==> src/rtl/des_pkg.sv <==
// Shared types and constants for the DES block feeder: FSM state encoding,
// packer byte index and a byte-lane insert helper.
package des_pkg;

  localparam int DES_BLK_W = 64;
  localparam int DES_KEY_W = 64;

  typedef enum logic [2:0] {
    ST_IDLE,
    ST_KEY,
    ST_ISSUE,
    ST_WAIT_BUSY,
    ST_WAIT_DONE
  } feeder_state_t;

  typedef logic [2:0] byte_idx_t;

  // Byte 0 of a block lands in the top lane, byte 7 in the bottom lane.
  function automatic logic [DES_BLK_W-1:0] pack_byte(input logic [DES_BLK_W-1:0] blk,
                                                     input byte_idx_t             idx,
                                                     input logic [7:0]            b);
    logic [DES_BLK_W-1:0] r;
    r = blk;
    for (int i = 0; i < 8; i++) begin
      if (idx == byte_idx_t'(i)) r[DES_BLK_W-1-8*i -: 8] = b;
    end
    return r;
  endfunction

endpackage

==> src/rtl/des_block_fifo.sv <==
// Block FIFO between the byte packer and the DES issue FSM. Head is read
// straight from storage; there is no show-ahead register.
module des_block_fifo
  import des_pkg::*;
#(
  parameter int DEPTH = 4,
  parameter int W     = DES_BLK_W
) (
  input  logic                     clk,
  input  logic                     rst,
  input  logic                     i_push,
  input  logic [W-1:0]             i_data,
  input  logic                     i_pop,
  output logic [W-1:0]             o_data,
  output logic                     o_full,
  output logic                     o_empty,
  output logic [$clog2(DEPTH):0]   o_level
);

  localparam int AW = $clog2(DEPTH);
  localparam logic [AW:0] FULL_LVL = (AW+1)'(DEPTH);

  logic [W-1:0]  r_mem [DEPTH];
  logic [AW-1:0] r_wr;
  logic [AW-1:0] r_rd;
  logic [AW:0]   r_level;
  logic          w_push;
  logic          w_pop;

  // Guard against overflow/underflow even though the feeder never asks for either.
  assign w_push = i_push && !o_full;
  assign w_pop  = i_pop && !o_empty;

  always_ff @(posedge clk) begin
    if (rst) begin
      for (int i = 0; i < DEPTH; i++) r_mem[i] <= '0;
      r_wr    <= '0;
      r_rd    <= '0;
      r_level <= '0;
    end else begin
      if (w_push) begin
        r_mem[r_wr] <= i_data;
        r_wr        <= r_wr + 1'b1;
      end
      if (w_pop) r_rd <= r_rd + 1'b1;
      case ({w_push, w_pop})
        2'b10:   r_level <= r_level + 1'b1;
        2'b01:   r_level <= r_level - 1'b1;
        default: r_level <= r_level;
      endcase
    end
  end

  assign o_data  = r_mem[r_rd];
  assign o_full  = (r_level == FULL_LVL);
  assign o_empty = (r_level == '0);
  assign o_level = r_level;

endmodule

==> src/rtl/des_block_feeder.sv <==
// Packs a byte stream into 64-bit blocks, buffers them, and hands blocks and
// keys to the single-block DES core one at a time.
module des_block_feeder
  import des_pkg::*;
#(
  parameter int FIFO_DEPTH = 4,
  parameter int BUSY_WAIT  = 8
) (
  input  logic                          clk,
  input  logic                          rst,
  input  logic                          clk_en,
  input  logic [7:0]                    s_byte,
  input  logic                          s_valid,
  input  logic                          s_last,
  output logic                          s_ready,
  input  logic [DES_KEY_W-1:0]          key_cfg,
  input  logic                          mode_cfg,
  input  logic                          key_load,
  output logic                          key_pending,
  output logic [DES_BLK_W-1:0]          des_data,
  output logic                          des_data_en,
  output logic [DES_KEY_W-1:0]          des_key,
  output logic                          des_mode,
  output logic                          des_key_en,
  input  logic                          des_busy,
  output logic [$clog2(FIFO_DEPTH):0]   fifo_level,
  output logic                          timeout_err,
  output logic [15:0]                   blocks_done
);

  localparam int CW = $clog2(BUSY_WAIT);
  localparam logic [CW-1:0] CNT_LAST = CW'(BUSY_WAIT - 1);

  logic [DES_BLK_W-1:0] r_pack;
  byte_idx_t            r_idx;
  logic [DES_BLK_W-1:0] w_blk;
  logic                 w_accept;
  logic                 w_commit;
  logic                 w_full;
  logic                 w_empty;
  logic                 w_pop;
  logic [DES_BLK_W-1:0] w_head;

  feeder_state_t        r_state;
  logic [CW-1:0]        r_cnt;
  logic [DES_KEY_W-1:0] r_stg_key;
  logic                 r_stg_mode;
  logic                 r_key_pending;
  logic [DES_BLK_W-1:0] r_des_data;
  logic                 r_data_en;
  logic [DES_KEY_W-1:0] r_des_key;
  logic                 r_des_mode;
  logic                 r_key_en;
  logic                 r_timeout;
  logic [15:0]          r_blocks;

  assign s_ready  = !w_full;
  assign w_accept = s_valid && !w_full && clk_en;
  assign w_blk    = pack_byte(r_pack, r_idx, s_byte);
  // Unfilled low lanes are already zero, so s_last can commit the partial block as-is.
  assign w_commit = w_accept && ((r_idx == 3'd7) || s_last);
  assign w_pop    = clk_en && (r_state == ST_ISSUE);

  // Packer stage: assemble bytes, commit on the eighth byte or s_last
  always_ff @(posedge clk) begin
    if (rst) begin
      r_pack <= '0;
      r_idx  <= '0;
    end else if (w_accept) begin
      if (w_commit) begin
        r_pack <= '0;
        r_idx  <= '0;
      end else begin
        r_pack <= w_blk;
        r_idx  <= r_idx + 1'b1;
      end
    end
  end

  des_block_fifo #(
    .DEPTH (FIFO_DEPTH),
    .W     (DES_BLK_W)
  ) u_fifo (
    .clk     (clk),
    .rst     (rst),
    .i_push  (w_commit),
    .i_data  (w_blk),
    .i_pop   (w_pop),
    .o_data  (w_head),
    .o_full  (w_full),
    .o_empty (w_empty),
    .o_level (fifo_level)
  );

  // Issue stage: key staging plus block/key handoff to the core
  always_ff @(posedge clk) begin
    if (rst) begin
      r_state       <= ST_IDLE;
      r_cnt         <= '0;
      r_stg_key     <= '0;
      r_stg_mode    <= 1'b0;
      r_key_pending <= 1'b0;
      r_des_data    <= '0;
      r_data_en     <= 1'b0;
      r_des_key     <= '0;
      r_des_mode    <= 1'b0;
      r_key_en      <= 1'b0;
      r_timeout     <= 1'b0;
      r_blocks      <= '0;
    end else if (!clk_en) begin
      r_data_en <= 1'b0;
      r_key_en  <= 1'b0;
    end else begin
      r_data_en <= 1'b0;
      r_key_en  <= 1'b0;
      if (key_load) begin
        r_stg_key     <= key_cfg;
        r_stg_mode    <= mode_cfg;
        r_key_pending <= 1'b1;
      end
      case (r_state)
        ST_IDLE: begin
          if (r_key_pending && !des_busy)  r_state <= ST_KEY;
          else if (!w_empty && !des_busy)  r_state <= ST_ISSUE;
        end
        ST_KEY: begin
          r_des_key  <= r_stg_key;
          r_des_mode <= r_stg_mode;
          r_key_en   <= 1'b1;
          // A key_load landing this cycle keeps pending set for its newer key.
          if (!key_load) r_key_pending <= 1'b0;
          r_state    <= ST_IDLE;
        end
        ST_ISSUE: begin
          r_des_data <= w_head;
          r_data_en  <= 1'b1;
          r_cnt      <= '0;
          r_state    <= ST_WAIT_BUSY;
        end
        ST_WAIT_BUSY: begin
          if (des_busy) begin
            r_state <= ST_WAIT_DONE;
          end else if (r_cnt == CNT_LAST) begin
            r_timeout <= 1'b1;
            r_state   <= ST_IDLE;
          end else begin
            r_cnt <= r_cnt + 1'b1;
          end
        end
        ST_WAIT_DONE: begin
          if (!des_busy) begin
            r_blocks <= r_blocks + 1'b1;
            r_state  <= ST_IDLE;
          end
        end
        default: r_state <= ST_IDLE;
      endcase
    end
  end

  assign key_pending = r_key_pending;
  assign des_data    = r_des_data;
  assign des_data_en = r_data_en && clk_en;
  assign des_key     = r_des_key;
  assign des_mode    = r_des_mode;
  assign des_key_en  = r_key_en && clk_en;
  assign timeout_err = r_timeout;
  assign blocks_done = r_blocks;

endmodule

==> config.mk <==
export PLATFORM = sky130hd
export DESIGN_NAME = des_block_feeder
export DESIGN_NICKNAME = d
export VERILOG_FILES = /design/src/rtl/des_pkg.sv /design/src/rtl/des_block_fifo.sv /design/src/rtl/des_block_feeder.sv
export SDC_FILE = /design/constraint.sdc
export NUM_CORES = 1
export LEC_CHECK = 0
export CAP_MARGIN = 20
export CORE_ASPECT_RATIO = 0.9
export CORE_MARGIN = 4
export CORE_UTILIZATION = 50
export CTS_CLUSTER_SIZE = 12
export DETAILED_ROUTE_END_ITERATION = 7
export DONT_BUFFER_PORTS = 1
export HOLD_SLACK_MARGIN = 0.15
export PLACE_DENSITY = 0.67
export SLEW_MARGIN = 40
export SYNTH_ARGS = -nofsm -noshare
export SYNTH_HDL_FRONTEND = slang
export SYNTH_SLANG_ARGS = --single-unit
==> constraint.sdc <==
create_clock -name clk -period 10.45 [get_ports clk]
set_input_delay 3.135 -clock clk [delete_from_list [all_inputs] [get_ports clk]]
set_output_delay 3.135 -clock clk [all_outputs]
set_load 0.03 [all_outputs]
# After elaboration in Yosys (flattened, before gate mapping)
# Memory sizes are Yosys's and may differ from the RTL's. A register that Yosys moved wholly into a read port is not among the register bits.
# Index checks and enable logic that the tools add are counted.
[word_totals]
reg_bits = 230
latchBits = 0
mem_bits_rw = 256
rom_bits = 0
output_inout_bits = 153
mem_count = 1
[mem_list]
columns = ["name", "words", "word_bits", "rd", "rd_clocked_by_memory_dff", "write_ports", "line_no", "source"]
rows = [
  ["u_fifo.r_mem", 4, 64, 1, 1, 4, "des_block_fifo.sv:23", "logic [W-1:0] r_mem [DEPTH];"],
]
[op_classes]
addsub = 7
n_mul = 0
n_div = 0
n_lt_le_gt_ge = 0
n_eq_ne = 20
n_shift = 0
muxes = 33
bitwise_logic = 2
n_reduce_logical = 28
[ops]
columns = ["operator", "n"]
rows = [
  ["64-bit 2-to-1 mux", 2],
  ["8-bit 2-to-1 mux", 8],
  ["64-bit OR reduction", 1],
  ["3-bit 2-to-1 mux", 8],
  ["3-bit equality test (second input constant)", 7],
  ["16-bit by 1-bit adder with 16-bit output (second input constant)", 1],
  ["3-bit by 2-bit equality test with 1-bit output (second input constant)", 4],
  ["3-bit case mux with 2 select lines", 2],
  ["3-bit case mux with 4 select lines", 1],
  ["4-bit AND reduction", 3],
  ["1-bit 2-to-1 mux", 11],
  ["1-bit logical AND", 10],
  ["3-bit by 1-bit adder with 3-bit output (second input constant)", 3],
  ["3-bit zero test", 3],
  ["3-bit by 1-bit equality test with 1-bit output (second input constant)", 2],
  ["2-bit != test (second input constant)", 3],
  ["3-bit != test (second input constant)", 2],
  ["2-bit AND reduction", 3],
  ["2-bit by 1-bit adder with 2-bit output (second input constant)", 2],
  ["2-bit nonzero test", 2],
  ["1-bit zero test", 3],
  ["3-bit AND reduction", 1],
  ["3-bit by 1-bit subtractor with 3-bit output (second input constant)", 1],
  ["2-bit by 1-bit equality test with 1-bit output (second input constant)", 1],
  ["5 further kinds", 6],
]

# Depth between registers and ports, before layout
[depth]
ltp_word = 11
mapped_depth = 12
depth_no_buf = 11

# Hierarchy
# From an unflattened synthesis, not the netlist that was laid out.
[hier_totals]
hier_cells = 1960
hier_area_um2 = 22226.3
[modules_own_cells]
columns = ["module", "instances", "cells_per_inst", "area_each_um2", "seq_area_each_um2"]
rows = [
  ["des_block_fifo", 1, 670, 11392.2, 7867.5],
  ["des_block_feeder", 1, 1290, 10834.1, 5745.5],
]

# Worst setup path after synthesis
# No wires, ideal clock.
[synth_path]
path_kind = "in2reg"
startpoint = "input port s_valid"
endpoint = "memory u_fifo.r_mem[1][0] (netlist bit) (enable)"
setup_time_ps = 574
arrival_time_ps = 8175
slack_ps = 1701
stages = 4
n_path_buf = 0
path_cell_list = "nand2_1 -> nor3_2 -> nand2_1 -> o21ai_0"
[synth_lines]
columns = ["element", "line_no", "source"]
rows = [
  ["start: declaration", "des_block_feeder.sv:13", "input logic s_valid,"],
  ["end: declaration", "des_block_fifo.sv:23", ""],
]

# Final worst setup path
[layout_path]
startpoint = "input port clk_en"
endpoint = "output port des_data_en"
[layout_between]
elab_chain_len = 1
[layout_rtl]
columns = ["element", "line_no", "source"]
rows = [
  ["start: declaration", "des_block_feeder.sv:11", "input logic clk_en,"],
  ["1-bit logical AND", "des_block_feeder.sv:163", "assign des_data_en = r_data_en && clk_en;"],
  ["end: declaration", "des_block_feeder.sv:21", "output logic des_data_en,"],
]
# Every way passes these cells.

==> results.sh <==
export IMPL_startpoint_type="primary input"
export IMPL_detail_route_iter0_violations=1181
export IMPL_syn_avg_cell_area_sq_um=10.9
export IMPL_layout_cells_non_filler=2488
export IMPL_yosys_register_bits=550
export IMPL_fillCellCount=3529
export IMPL_yosysMostFrequentCell="nand2_1"
export IMPL_initial_core_util_pct=51.1
export IMPL_synth_common_cells="nand2_1, nor2_1, dfxtp_1, edfxtp_1, a21oi_1"
export IMPL_met2_usage_pct=36.0
export IMPL_worst_path_max_fanout=17
export IMPL_diodes=0
export IMPL_grt_max_degree=234
export IMPL_worst_pin_slew_ns=0.787
export IMPL_fin_worst_skew_ns=0.0165
export IMPL_synthArstFlopShare_pct=0
export IMPL_syn_num_nets=2062
export IMPL_netlist_instances=1971
export IMPL_power_density_nw_per_um2=185
export IMPL_design_area_sq_um=23600
export IMPL_maxCapViolations=0
export IMPL_post_cts_buffers=0
export IMPL_ant_nets=0
export IMPL_gr_usage_met3_pct=5.99
export IMPL_final_layout_size_suffix_gt1_share_pct=9.48
export IMPL_critPathBufInv=0
export IMPL_cp_cell_sequence="and2_1"
export IMPL_grt_use_total_pct=21.3
export IMPL_syn_to_final_growth_pct=9.81
export IMPL_gr_usage_met1_pct=27.6
export IMPL_grt_pass1_vias=13800
export IMPL_cts_path_max_buffers=3
export IMPL_portBuffers=0
export IMPL_ys_seq_area_share_pct=63.1
export IMPL_setup_viol_count_final=0
export IMPL_ir_drop_mv=0.117
export IMPL_grt_pass1_wl_um=78400
export IMPL_fin_setup_tns_ns=0
export IMPL_cp_arrival_ns=3.45
export IMPL_num_vias=14000
export IMPL_cts_resized_gates=0
export IMPL_grt_busiest_layer="met2"
export IMPL_core_area_sq_um=42100
export IMPL_cts_tree="yes"
export IMPL_critical_path_required_ns=7.32
export IMPL_clk_pin_slew_ns=0.06
export IMPL_antenna_found_initial=0
export IMPL_fin_crit_ns=6.58
export IMPL_wl_um=50000
export IMPL_crit_path_max_incr_delay_ns=0.31
export IMPL_final_nets=1991
export IMPL_ys_types=48
export IMPL_first_pass_iters=5
export IMPL_die_h_um=205
export IMPL_cts_sinks=550
export IMPL_place_area_sq_um=21900
export IMPL_cts_buffers=55
export IMPL_io_pins=233
export IMPL_dp_cells=2390
export IMPL_synth_area_top_cells="edfxtp_1, dfxtp_1, nand2_1, mux4_2, nor2_1"
export IMPL_synth_top_area_share_pct=35.7
export IMPL_slew_violations=0
export IMPL_via_per_inst=5.64
export IMPL_die_w_um=227
export IMPL_rows=71
export IMPL_fin_crit_sh_pct=63.0
export IMPL_critical_path_top_delay_family="simple AND/OR/NAND/NOR gates"
export IMPL_max_freq_mhz=152
export IMPL_cp_end_kind="output pin"
export IMPL_crit_type="primary input to output pin"
export IMPL_wl_per_cell_um=20.1
export IMPL_grt_overflow=0
export IMPL_routabilityCongestion=0.774
export IMPL_relSlewSlack_pct=47.4
export IMPL_dieArea_sq_um=46400
export IMPL_worst_path_max_delay_cell="and2_1"
export IMPL_root_buffer="clkbuf_16"
export IMPL_ctsHtreeMaxLevel=2
export IMPL_hp_class="flip-flop to flip-flop"
export IMPL_yosysWarnings=0
export IMPL_postCtsHoldBufs=0
export IMPL_status="completed"
export IMPL_hpwl_um=28600
export IMPL_synth_edf_count=256
export IMPL_p_leak_uw=0.00789
export IMPL_drc_errors=0
export IMPL_syn_cell_area_sq_um=21500
export IMPL_synth_ff_type="dfxtp_1"
export IMPL_yosysTopAreaCell="edfxtp_1"
export IMPL_hold_viol=0
export IMPL_clock_latency_ns=0.59
export IMPL_rsz0062_at_grt="no"
[cells in the final DEF, fill, tap and decap left out, types with 3 or more instances in the layout]
cell and n:
ha_1 10, nand2_2 4, nor2_1 342, o31ai_1 8, mux2i_1 66, xnor2_1 8, or4_1 6, dfxtp_1 292
buf_6 6, mux4_2 64, clkbuf_16 55, buf_4 8, a211oi_1 57, inv_1 13, nand3_1 11, nor2b_2 3
or3_1 3, a21oi_1 208, edfxtp_1 256, xor2_1 5, nor2b_1 5, clkbuf_8 13, and2_1 12, nor3_1 4
o21ai_0 5, clkinv_2 4, nand2_1 404, nand4_1 4, clkbuf_1 24
[power by group]
part | internal, uW | switching (uW)
clock | 1060 | 783
combinational | 55.4 | 117
sequential | 2320 | 31.7
total | 3430 | 932
[through the flow]
step           hold slack [ns]  setup slack, ns  power, uW  utilization [%]
2_1_floorplan            0.429             1.70       2530                -
3_3_place_gp             0.430             3.88       2560             51.7
3_5_place_dp             0.437             3.87       2570             52.1
4_1_cts                  0.444             3.87       4410             56.1
5_1_grt                  0.456             3.85       4530             56.1
6_report                 0.448             3.87       4370             56.1
[worst paths after layout]
path	start	to	slack, ns	depth (start not counted)
worst max register to register	r_idx[2]	u_fifo.r_mem[0][52]	6.12	8
worst max-delay path	clk_en	des_data_en	3.87	1
worst min register to register	r_stg_key[48]	des_key[48]	0.45	2
worst min-delay path	r_stg_key[48]	des_key[48]	0.45	2
[cell families after synthesis]
group	after synthesis	share of synthesized area [%]
fa+ha+maj	11	0.675
buf+inv	160	3.04
mux	131	9.83
compound gates	284	7.45
flops	550	63.1
xor+xnor	13	0.529
simple gates	822	15.4
[final cells by class]
type | count | area, sq um | area share [%]
clock buffer | 92 | 1650 | 6.97
clock inverter | 6 | 32.5 | 0.138
inverter | 13 | 48.8 | 0.207
multi-input combinational | 1261 | 7400 | 31.3
sequential | 550 | 13600 | 57.5
tap | 547 | 684 | 2.90
timing repair buffer | 19 | 228 | 0.964
[routing by layer]
layer  vias to the layer above  share of wire (%)
met5                         -                  0
met4                         0                2.0
met3                        79                7.8
met2                       402                 48
met1                      6880                 42
li1                       6675                  -
[state kept, by name (all words and copies together) (netlist names), 2 cells and up]
name and cells:
u_fifo.r_mem 256, des_data 64, des_key 64, r_pack 64, r_stg_key 64, blocks_done 16, r_cnt 3, r_idx 3
r_state 3, u_fifo.o_level 3, u_fifo.r_rd 2, u_fifo.r_wr 2
No activity file was read; power rests on OpenSTA's default activity.
